File: src/rtl/noise_pkg.sv
// Shared types and defaults for the noise-table BRAM reader.
package noise_pkg;

  typedef enum logic [1:0] {
    IDLE  = 2'd0,
    RUN   = 2'd1,
    DRAIN = 2'd2
  } state_t;

  localparam int DEF_ADDR_W = 10;
  localparam int DEF_DATA_W = 32;
  localparam int DEF_RD_LAT = 2;

  // One slot per in-flight read plus two so a full pipeline never stalls at ready=1.
  function automatic int fifo_depth(input int rd_lat);
    return rd_lat + 2;
  endfunction

endpackage

File: src/rtl/noise_bram_reader_if.sv
// BRAM read port plus the AXI-Stream sample output of the noise reader.
interface noise_bram_reader_if
  import noise_pkg::*;
#(
  parameter int ADDR_W = DEF_ADDR_W,
  parameter int DATA_W = DEF_DATA_W
);
  logic              bram_en;
  logic [ADDR_W-1:0] bram_addr;
  logic [DATA_W-1:0] bram_dout;
  logic [DATA_W-1:0] m_tdata;
  logic              m_tvalid;
  logic              m_tready;
  logic              m_tlast;

  modport master (
    output bram_en, bram_addr, m_tdata, m_tvalid, m_tlast,
    input  bram_dout, m_tready
  );

  modport slave (
    input  bram_en, bram_addr, m_tdata, m_tvalid, m_tlast,
    output bram_dout, m_tready
  );
endinterface

File: src/rtl/noise_skid_fifo.sv
// Shift-register FIFO: head entry is always ent[0], so read data comes straight from flops.
module noise_skid_fifo #(
  parameter int DEPTH = 4,
  parameter int W     = 33
) (
  input  logic                       CLK,
  input  logic                       SCLR,
  input  logic                       wr_en,
  input  logic [W-1:0]               wr_data,
  input  logic                       rd_en,
  output logic [W-1:0]               rd_data,
  output logic                       valid,
  output logic [$clog2(DEPTH+1)-1:0] count
);
  localparam int CW = $clog2(DEPTH+1);
  localparam int IW = (DEPTH > 1) ? $clog2(DEPTH) : 1;

  logic [DEPTH-1:0][W-1:0] ent;
  logic [CW-1:0]           cnt;
  logic                    pop;
  logic                    push;
  logic [CW-1:0]           wr_pos;

  assign pop    = rd_en && (cnt != '0);
  assign push   = wr_en && ((cnt != CW'(DEPTH)) || pop);
  assign wr_pos = pop ? (cnt - CW'(1)) : cnt;

  always_ff @(posedge CLK) begin
    if (SCLR) begin
      ent <= '0;
      cnt <= '0;
    end else begin
      if (pop)
        ent <= ent >> W;
      // Later NBA wins, so a simultaneous push lands in the slot the shift vacated.
      if (push)
        ent[wr_pos[IW-1:0]] <= wr_data;
      cnt <= cnt + CW'(push) - CW'(pop);
    end
  end

  assign rd_data = ent[0];
  assign valid   = (cnt != '0);
  assign count   = cnt;

endmodule

File: src/rtl/noise_bram_reader.sv
// Streams a noise table from BRAM to the scale multiplier with credit-based flow control.
//   state | meaning
//   IDLE  | address at 0, waiting for enable with a non-zero table_len
//   RUN   | issuing reads whenever FIFO occupancy + in-flight leaves a free slot
//   DRAIN | no new reads; waiting for in-flight data to land and the FIFO to empty
module noise_bram_reader
  import noise_pkg::*;
#(
  parameter int ADDR_W = DEF_ADDR_W,
  parameter int DATA_W = DEF_DATA_W,
  parameter int RD_LAT = DEF_RD_LAT
) (
  input  logic                CLK,
  input  logic                SCLR,
  input  logic                enable,
  input  logic [ADDR_W:0]     table_len,
  output logic                busy,
  noise_bram_reader_if.master bus
);
  localparam int DEPTH = fifo_depth(RD_LAT);
  localparam int CW    = $clog2(DEPTH+1);
  localparam int LW    = ADDR_W + 1;

  state_t            state;
  state_t            state_nxt;
  logic [LW-1:0]     len_q;
  logic [ADDR_W-1:0] addr;
  logic [RD_LAT-1:0] dl_vld;
  logic [RD_LAT-1:0] dl_last;
  logic [CW-1:0]     inflight;
  logic [CW-1:0]     fifo_cnt;
  logic [CW:0]       credit_used;
  logic              issue;
  logic              land;
  logic              at_end;
  logic              fifo_valid;
  logic [DATA_W:0]   fifo_out;

  assign at_end      = ({1'b0, addr} == (len_q - LW'(1)));
  assign credit_used = {1'b0, fifo_cnt} + {1'b0, inflight};
  assign land        = dl_vld[RD_LAT-1];

  always_ff @(posedge CLK) begin
    if (SCLR)
      state <= IDLE;
    else
      state <= state_nxt;
  end

  always_comb begin
    state_nxt = state;
    issue     = 1'b0;
    unique case (state)
      IDLE:    if (enable && (table_len != '0)) state_nxt = RUN;
      RUN: begin
        issue = (credit_used < (CW+1)'(DEPTH));
        if (!enable) state_nxt = DRAIN;
      end
      DRAIN:   if ((inflight == '0) && !fifo_valid) state_nxt = IDLE;
      default: state_nxt = IDLE;
    endcase
  end

  always_ff @(posedge CLK) begin
    if (SCLR) begin
      len_q    <= '0;
      addr     <= '0;
      dl_vld   <= '0;
      dl_last  <= '0;
      inflight <= '0;
    end else begin
      if ((state == IDLE) && (state_nxt == RUN))
        len_q <= table_len;
      if (state_nxt == IDLE)
        addr <= '0;
      else if (issue)
        addr <= at_end ? '0 : addr + ADDR_W'(1);
      // Delay line mirrors the BRAM pipeline so the tag lines up with bram_dout.
      dl_vld   <= RD_LAT'({dl_vld, issue});
      dl_last  <= RD_LAT'({dl_last, issue && at_end});
      inflight <= inflight + CW'(issue) - CW'(land);
    end
  end

  noise_skid_fifo #(
    .DEPTH(DEPTH),
    .W    (DATA_W + 1)
  ) u_fifo (
    .CLK     (CLK),
    .SCLR    (SCLR),
    .wr_en   (land),
    .wr_data ({dl_last[RD_LAT-1], bus.bram_dout}),
    .rd_en   (bus.m_tready),
    .rd_data (fifo_out),
    .valid   (fifo_valid),
    .count   (fifo_cnt)
  );

  assign bus.bram_en   = issue;
  assign bus.bram_addr = addr;
  assign bus.m_tdata   = fifo_out[DATA_W-1:0];
  assign bus.m_tlast   = fifo_out[DATA_W];
  assign bus.m_tvalid  = fifo_valid;
  assign busy          = (state != IDLE);

endmodule

File: src/flat_wrapper.sv
// flat-port wrapper written by rule: the top's interface ports become plain ports
module noise_bram_reader_flat import noise_pkg::*;
#(
  parameter int ADDR_W = DEF_ADDR_W,
  parameter int DATA_W = DEF_DATA_W,
  parameter int RD_LAT = DEF_RD_LAT
)
  (CLK, SCLR, enable, table_len, busy, bus_bram_en, bus_bram_addr, bus_m_tdata, bus_m_tvalid, bus_m_tlast, bus_bram_dout, bus_m_tready);
  noise_bram_reader_if #(.ADDR_W(ADDR_W), .DATA_W(DATA_W)) bus_i ();
  input  logic CLK;
  input  logic SCLR;
  input  logic enable;
  input  logic [ADDR_W:0] table_len;
  output logic busy;
  output wire logic [$bits(bus_i.bram_en)-1:0] bus_bram_en;
  output wire logic [$bits(bus_i.bram_addr)-1:0] bus_bram_addr;
  output wire logic [$bits(bus_i.m_tdata)-1:0] bus_m_tdata;
  output wire logic [$bits(bus_i.m_tvalid)-1:0] bus_m_tvalid;
  output wire logic [$bits(bus_i.m_tlast)-1:0] bus_m_tlast;
  input wire logic [$bits(bus_i.bram_dout)-1:0] bus_bram_dout;
  input wire logic [$bits(bus_i.m_tready)-1:0] bus_m_tready;
  assign bus_bram_en = bus_i.bram_en;
  assign bus_bram_addr = bus_i.bram_addr;
  assign bus_m_tdata = bus_i.m_tdata;
  assign bus_m_tvalid = bus_i.m_tvalid;
  assign bus_m_tlast = bus_i.m_tlast;
  assign bus_i.bram_dout = bus_bram_dout;
  assign bus_i.m_tready = bus_m_tready;
  noise_bram_reader #(.ADDR_W(ADDR_W), .DATA_W(DATA_W), .RD_LAT(RD_LAT)) u_core (.CLK(CLK), .SCLR(SCLR), .enable(enable), .table_len(table_len), .busy(busy), .bus(bus_i));
endmodule
File: config.mk
export PLATFORM = sky130hd
export DESIGN_NAME = noise_bram_reader_flat
export DESIGN_NICKNAME = d
export VERILOG_FILES = /design/src/rtl/noise_pkg.sv /design/src/rtl/noise_bram_reader_if.sv /design/src/rtl/noise_skid_fifo.sv /design/src/rtl/noise_bram_reader.sv /design/src/flat_wrapper.sv
export SDC_FILE = /design/constraint.sdc
export NUM_CORES = 1
export LEC_CHECK = 0
export CAP_MARGIN = 15
export CELL_PAD_IN_SITES_DETAIL_PLACEMENT = 1
export CELL_PAD_IN_SITES_GLOBAL_PLACEMENT = 2
export CORE_ASPECT_RATIO = 1.1
export CORE_MARGIN = 2
export CORE_UTILIZATION = 33
export DETAILED_ROUTE_END_ITERATION = 16
export GPL_TIMING_DRIVEN = 0
export PLACE_DENSITY = 0.79
export SETUP_SLACK_MARGIN = 0.5
export SLEW_MARGIN = 15
export SYNTH_ARGS = -nofsm -noshare
export SYNTH_HDL_FRONTEND = slang
export SYNTH_SLANG_ARGS = --single-unit
File: constraint.sdc
create_clock -name CLK -period 2.9 [get_ports CLK]
set_input_delay 0.87 -clock CLK [delete_from_list [all_inputs] [get_ports CLK]]
set_output_delay 0.87 -clock CLK [all_outputs]
set_load 0.02 [all_outputs]
==> results.toml, run 1 <==
[worst_setup_path]
critical_path.max_fanout = 2
cp-endpoint = "bus_bram_en"
rr_startpoint = "u_core.len_q[0]"
startpoint = "u_core.inflight[2]"
ff2ff_path_depth = 10
critPathCaptureType = "output port"
cp-start-kind = "flip-flop"
crit_chain = "ha_4, nor3_4, nand3_4, clkinv_4, buf_6"
critical_path.slowest_cell = "dfxtp_4"
crit_path_max_incr_delay_ps = 350
crit_family = "flip-flops"
regToRegEndpoint = "u_core.bus.bram_addr[4]"
critPathBufInv = 2
path_depth = 5
critPathArrivalTime_ps = 1550
worstSetupPathType = "flip-flop to output port"
cp_data_required_time_ps = 2030
r2r_slack_ps = 530

[placed_design]
dp_slack_ps = -616.1
place.port_buffers = 91
dp_hpwl_um = 17230
gp_congestion = 0.7696

[finish]
area_growth_syn_to_layout_pct = 30.45
drive_gt1_share_pct = 14.03
layout.nets = 1121
insertedDiodeCount = 0

[timing]
period_share_pct = 83.32
fmax_mhz = 413.8
setup_violations = 0
maxSlewViolCount = 0
hold_viol_final = 0
slew_headroom_pct = 54.20
rsz0062_at_grt = "yes"
fin_ws_ps = 483.6
fin_crit_ps = 2416
finalClockSkew_ps = 10.93
tightestPinTransition_ps = 687.1

[clock_tree]
cts_buffer_depth = 2
cts_root_buf = "clkbuf_16"
htreeDepth = 4
cts_tree = "yes"
clk_latency_ps = 430
clk_pin_slew_ps = 60
cts_sinks = 165
cts_buffers = 17

[synth]
yosysMostFrequentCell = "nand2_1"
synthTopCellsByCount = "nand2_1 (245), dfxtp_1 (165), nor2_1 (130), a311oi_1 (99), clkbuf_1 (60)"
ys_warn_count = 0
synth-seq-cells = 165
synth_nets = 996
synth_async_sr_flop_share_pct = 0
synth_area_leader_cell = "dfxtp_1"
synth-edff-count = 0
synthDistinctLibCells = 50
synth_area_leaders = "dfxtp_1 (44%), nand2_1 (12%), a311oi_1 (12%)"
postSynthAreaPerCell_um2 = 7.951
synthCells = 939
ys_seq_area_share_pct = 44.24
netlist_area_um2 = 7466
synth_top_area_share_pct = 44.24
ys.flop_type = "dfxtp_1"

[global_routing]
track_usage_pct = 20.65
antenna_found_initial = 0
gr-total-overflow = 0
grt_pass1_vias = 7101
grt_max_degree = 17
grt_pass1_wl_um = 38920

[die]
die_w_um = 147.4
initial_core_util_pct = 33.66
rows = 57
core-area_um2 = 22180
die_area_um2 = 23840
ios = 93
die_h_um = 161.8

[power]
power_density_nw_per_um2 = 704.7
ir_drop_v = 0.0004503
fin_total_pwr_mw = 6.863
leakage_nw = 3.409

[hold_path]
hold_path_class = "flip-flop to flip-flop"

[route]
drt_wl_total_um = 24070
drc = 0
ant_nets = 0
drt_iter0_markers = 316
firstDrtPassIters = 4
routedWlPerCell_um = 17.56
via_per_inst = 5.079
vias = 6963

[run]
max_cap_viol_count = 0

[status]
status = "complete, no violations"
## sequential cells by signal (all words and copies together) (netlist names)
register               flops
u_core.u_fifo.ent         99
u_core.u_fifo.rd_data     33
u_core.len_q              11
u_core.bus.bram_addr      10
u_core.inflight            3
u_core.u_fifo.count        3
u_core.dl_last             2
u_core.dl_vld              2
u_core.state               2
## per-stage QoR
step | utilization [%] | cells | area, um^2 | setup TNS, ps | hold slack [ps]
floorplan | - | 939 | 7511 | 0 | 413.8
global placement | 39.63 | 1325 | 8791 | -40490 | 428.3
detailed placement | 39.63 | 1325 | 8791 | -40680 | 428.3
CTS | 43.22 | 1364 | 9587 | 0 | 443.1
global route | 43.91 | 1371 | 9739 | 0 | 471.3
finish | 43.91 | 1371 | 9739 | 0 | 438.8
## timing repair
action                                 4_1_cts  5_1_grt
endpoints found under the hold margin        0        0
buffers inserted                             8        7
setup endpoints to repair                  156      110
hold buffers                                 0        0
pin swaps                                    8       12
cloned                                       0        0
resized for setup                           69       34
## routing by layer
| metal | GRT usage, % | part of all wire [%] |
|---|---|---|
| met2 | 36.07 | 49 |
| met3 | 3.708 | 3.4 |
| met4 | 5.245 | 1.5 |
| met1 | 26.41 | 46 |
| met5 | 0 | 0 |
## power breakdown
part	internal [mW]	leakage [nW]	switching (mW)
combinational	0.786	1.79	1.27
clock	1.31	0.278	0.956
sequential	2.42	1.34	0.119
## worst min-delay path by stage
stage,cells past startpoint,from,slack [ps],end
3_3_place_gp,1,u_core.dl_vld[0],430,u_core.dl_vld[1]
5_1_grt,1,u_core.dl_last[0],470,u_core.dl_last[1]
4_1_cts,1,u_core.dl_vld[0],440,u_core.dl_vld[1]
3_5_place_dp,1,u_core.dl_vld[0],430,u_core.dl_vld[1]
2_1_floorplan,1,u_core.dl_last[0],410,u_core.dl_last[1]
6_report,1,u_core.dl_vld[0],440,u_core.dl_vld[1]
## cell type report
type | instances | area (um^2)
buffer | 106 | 586.8
clock buffer | 20 | 456.7
clock inverter | 11 | 127.6
fill | 2672 | 12440
inverter | 9 | 43.79
multi-input combinational | 659 | 3802
sequential | 165 | 3321
tap | 295 | 369.1
timing repair buffer | 106 | 1032
## cells by family after synthesis
logic type	after synthesis	share of synthesized area [%]
AND/OR/NAND/NOR	462	26.03
multiplexers	12	1.609
adder cells (fa/ha/maj)	10	1.877
buffers and inverters	115	7.441
flip-flops	165	44.24
AO/OA/AOI/OAI	150	15.69
XOR/XNOR	25	3.117
## layout by cell type (no fill, tap or decap), types with 17 or more instances in the layout
| cell type | instances |
|---|---|
| nand2_1 | 244 |
| dfxtp_1 | 159 |
| nor2_1 | 130 |
| a311oi_1 | 98 |
| clkdlybuf4s50_1 | 79 |
| buf_4 | 46 |
| clkbuf_1 | 44 |
| nand3_1 | 41 |
| a21oi_1 | 39 |
| clkbuf_16 | 17 |
No activity file was read; power rests on OpenSTA's default activity.
==> run 2: changes to the inputs <==
--- a/config.mk
+++ b/config.mk
@@ -10,10 +10,10 @@
 export CELL_PAD_IN_SITES_GLOBAL_PLACEMENT = 2
 export CORE_ASPECT_RATIO = 1.1
 export CORE_MARGIN = 2
-export CORE_UTILIZATION = 33
+export CORE_UTILIZATION = 29
 export DETAILED_ROUTE_END_ITERATION = 16
 export GPL_TIMING_DRIVEN = 0
-export PLACE_DENSITY = 0.79
+export PLACE_DENSITY = 0.74
 export SETUP_SLACK_MARGIN = 0.5
 export SLEW_MARGIN = 15
 export SYNTH_ARGS = -nofsm -noshare
==> constraint.sdc (replaced) <==
create_clock -name CLK -period 2.1 [get_ports CLK]
set_input_delay 0.63 -clock CLK [delete_from_list [all_inputs] [get_ports CLK]]
set_output_delay 0.63 -clock CLK [all_outputs]
set_load 0.02 [all_outputs]
==> results.toml, run 2 (synthesized netlist as in run 1, its figures left out) <==
[finish]
drive_gt1_share_pct = 51.32
mostFrequentLayoutCell = "nand2_1"
area_growth_syn_to_layout_pct = 76.05
largest_register_ffs = 99
insertedDiodeCount = 0
top_register = "u_core.u_fifo.ent"
final_cell_mix = "nand2_1 (207), dfxtp_1 (113), buf_6 (99)"
postLayoutCoreUtil_pct = 52.03
stdcell_count = 1486
layout.nets = 1185
final_cell_area_um2 = 13140

[clock_tree]
cts_root_buf = "clkbuf_16"
postCtsHoldBufs = 0
clk_latency_ps = 440
cts_buffers = 17
clk_pin_slew_ps = 70
cts_tree = "yes"
cts_buffer_depth = 2
cts_sinks = 165
htreeDepth = 4

[route]
drt_iter0_markers = 240
vias = 7594
firstDrtPassIters = 5
via_per_inst = 5.110
drt_wl_total_um = 30800
ant_nets = 0
routedWlPerCell_um = 20.72
drc = 0

[die]
ios = 93
die_w_um = 157.0
rows = 61
die_h_um = 172.3
initial_core_util_pct = 29.55
core-area_um2 = 25260
die_area_um2 = 27050

[worst_setup_path]
cp_data_required_time_ps = 2430
cpMostUsedCell = "buf_6"
crit_path_max_incr_delay_ps = 380
critical_path.max_fanout = 7
cp-start-kind = "flip-flop"
critical_path.slowest_cell = "dfxtp_4"
worstSetupPathType = "flip-flop to flip-flop"
critPathArrivalTime_ps = 2600
critPathCaptureType = "flip-flop"
crit_chain = "inv_4, ha_4, nand2b_4, buf_6, buf_6, a21oi_4, a21o_1, nand2_4, buf_6, clkbuf_16, clkbuf_16, a311oi_2"

[placed_design]
post-place-cells = 1376
place.port_buffers = 91
dp_slack_ps = -847.4
dp_hpwl_um = 17770
gp_congestion = 0.7621
placedInstanceArea_um2 = 9094

[run]
max_cap_viol_count = 0

[power]
fin_total_pwr_mw = 10.95
power_density_nw_per_um2 = 832.9
ir_drop_v = 0.0005311
leakage_nw = 4.678

[hold_path]
hold_path_class = "flip-flop to flip-flop"

[status]
violations = "negative setup slack"
status = "finished with violations"

[global_routing]
grt_pass1_wl_um = 44970
grt_max_degree = 17
antenna_found_initial = 0
gr-total-overflow = 0
track_usage_pct = 21.80
grt_pass1_vias = 7900

[timing]
fin_ws_ps = -170.4
finalClockSkew_ps = 8.878
period_share_pct = 108.1
fin_crit_ps = 2270
fmax_mhz = 440.5
hold_viol_final = 0
slew_headroom_pct = 36.67
tightestPinTransition_ps = 950.0
maxSlewViolCount = 0
setup_violations = 133
rsz0062_at_grt = "yes"
[run 2: cell count changes in the layout (fill, tap and decap cells not counted), sizes merged]
cell	previous run	this run
clkinv	6	7
inv	9	13
clkinvlp	3	2
dlymetal6s2s	4	1
buf	63	162
bufinv	2	0
clkdlybuf4s50	79	32
dlygate4sd2	5	0
clkbuf	80	98
[run 2: metrics by stage]
step | hold slack (ps) | TNS, ps
final | 444.2 | -7746
after global routing | 463.6 | -19400
after CTS | 450.2 | -1909
after detailed placement | 433.7 | -93610
after global placement | 418.5 | -88040
after floorplan | 413.8 | -291.1
[run 2: routing by layer]
| metal | vias to the layer above | GRT usage (%) | part of all wire, % |
|---|---|---|---|
| met2 | 129 | 40.37 | 53 |
| met5 | - | 0 | 0 |
| met4 | 0 | 5.704 | 2.1 |
| li1 | 3604 | - | - |
| met1 | 3815 | 25.76 | 41 |
| met3 | 46 | 3.985 | 3.7 |
[run 2: cell type report]
class	count	area, um^2
Tap cell	346	432.9
Timing Repair Buffer	170	2043
Clock buffer	18	450.4
Inverter	9	46.29
Clock inverter	13	98.84
Buffer	106	1282
Fill cell	2748	12120
Sequential cell	165	3403
Multi-Input combinational cell	659	5386
[run 2: power breakdown]
group	internal, mW	leakage [nW]	switching (mW)
sequential	3.34	1.36	0.177
combinational	1.99	3.05	2.39
clock	1.60	0.270	1.45
total	6.93	4.68	4.02
[run 2: worst paths after layout]
check                           cells past startpoint                   endpoint  slack, ps              startpoint
worst max register to register                     12  u_core.u_fifo.rd_data[29]       -170  u_core.u_fifo.count[1]
worst min-delay path                                1           u_core.dl_vld[1]        440        u_core.dl_vld[0]
worst max-delay path                               12  u_core.u_fifo.rd_data[29]       -170  u_core.u_fifo.count[1]
worst min register to register                      1           u_core.dl_vld[1]        440        u_core.dl_vld[0]
[run 2: worst max-delay path: cells and delay by family (launching register included)]
| family | cells | cell delay (ps) |
|---|---|---|
| AOI/OAI and AO/OA | 3 | 640 |
| adders and majority gates | 1 | 160 |
| buffers and inverters | 6 | 790 |
| DFF | 1 | 380 |
| and+or+nand+nor | 2 | 200 |
[run 2: timing repair]
item                                    CTS  global route
gates resized for setup                 715           225
gates cloned                             17             9
pin swaps                                50            69
endpoints found under the setup margin  206           205
hold endpoints to repair                  0             0
setup buffers                            34            19
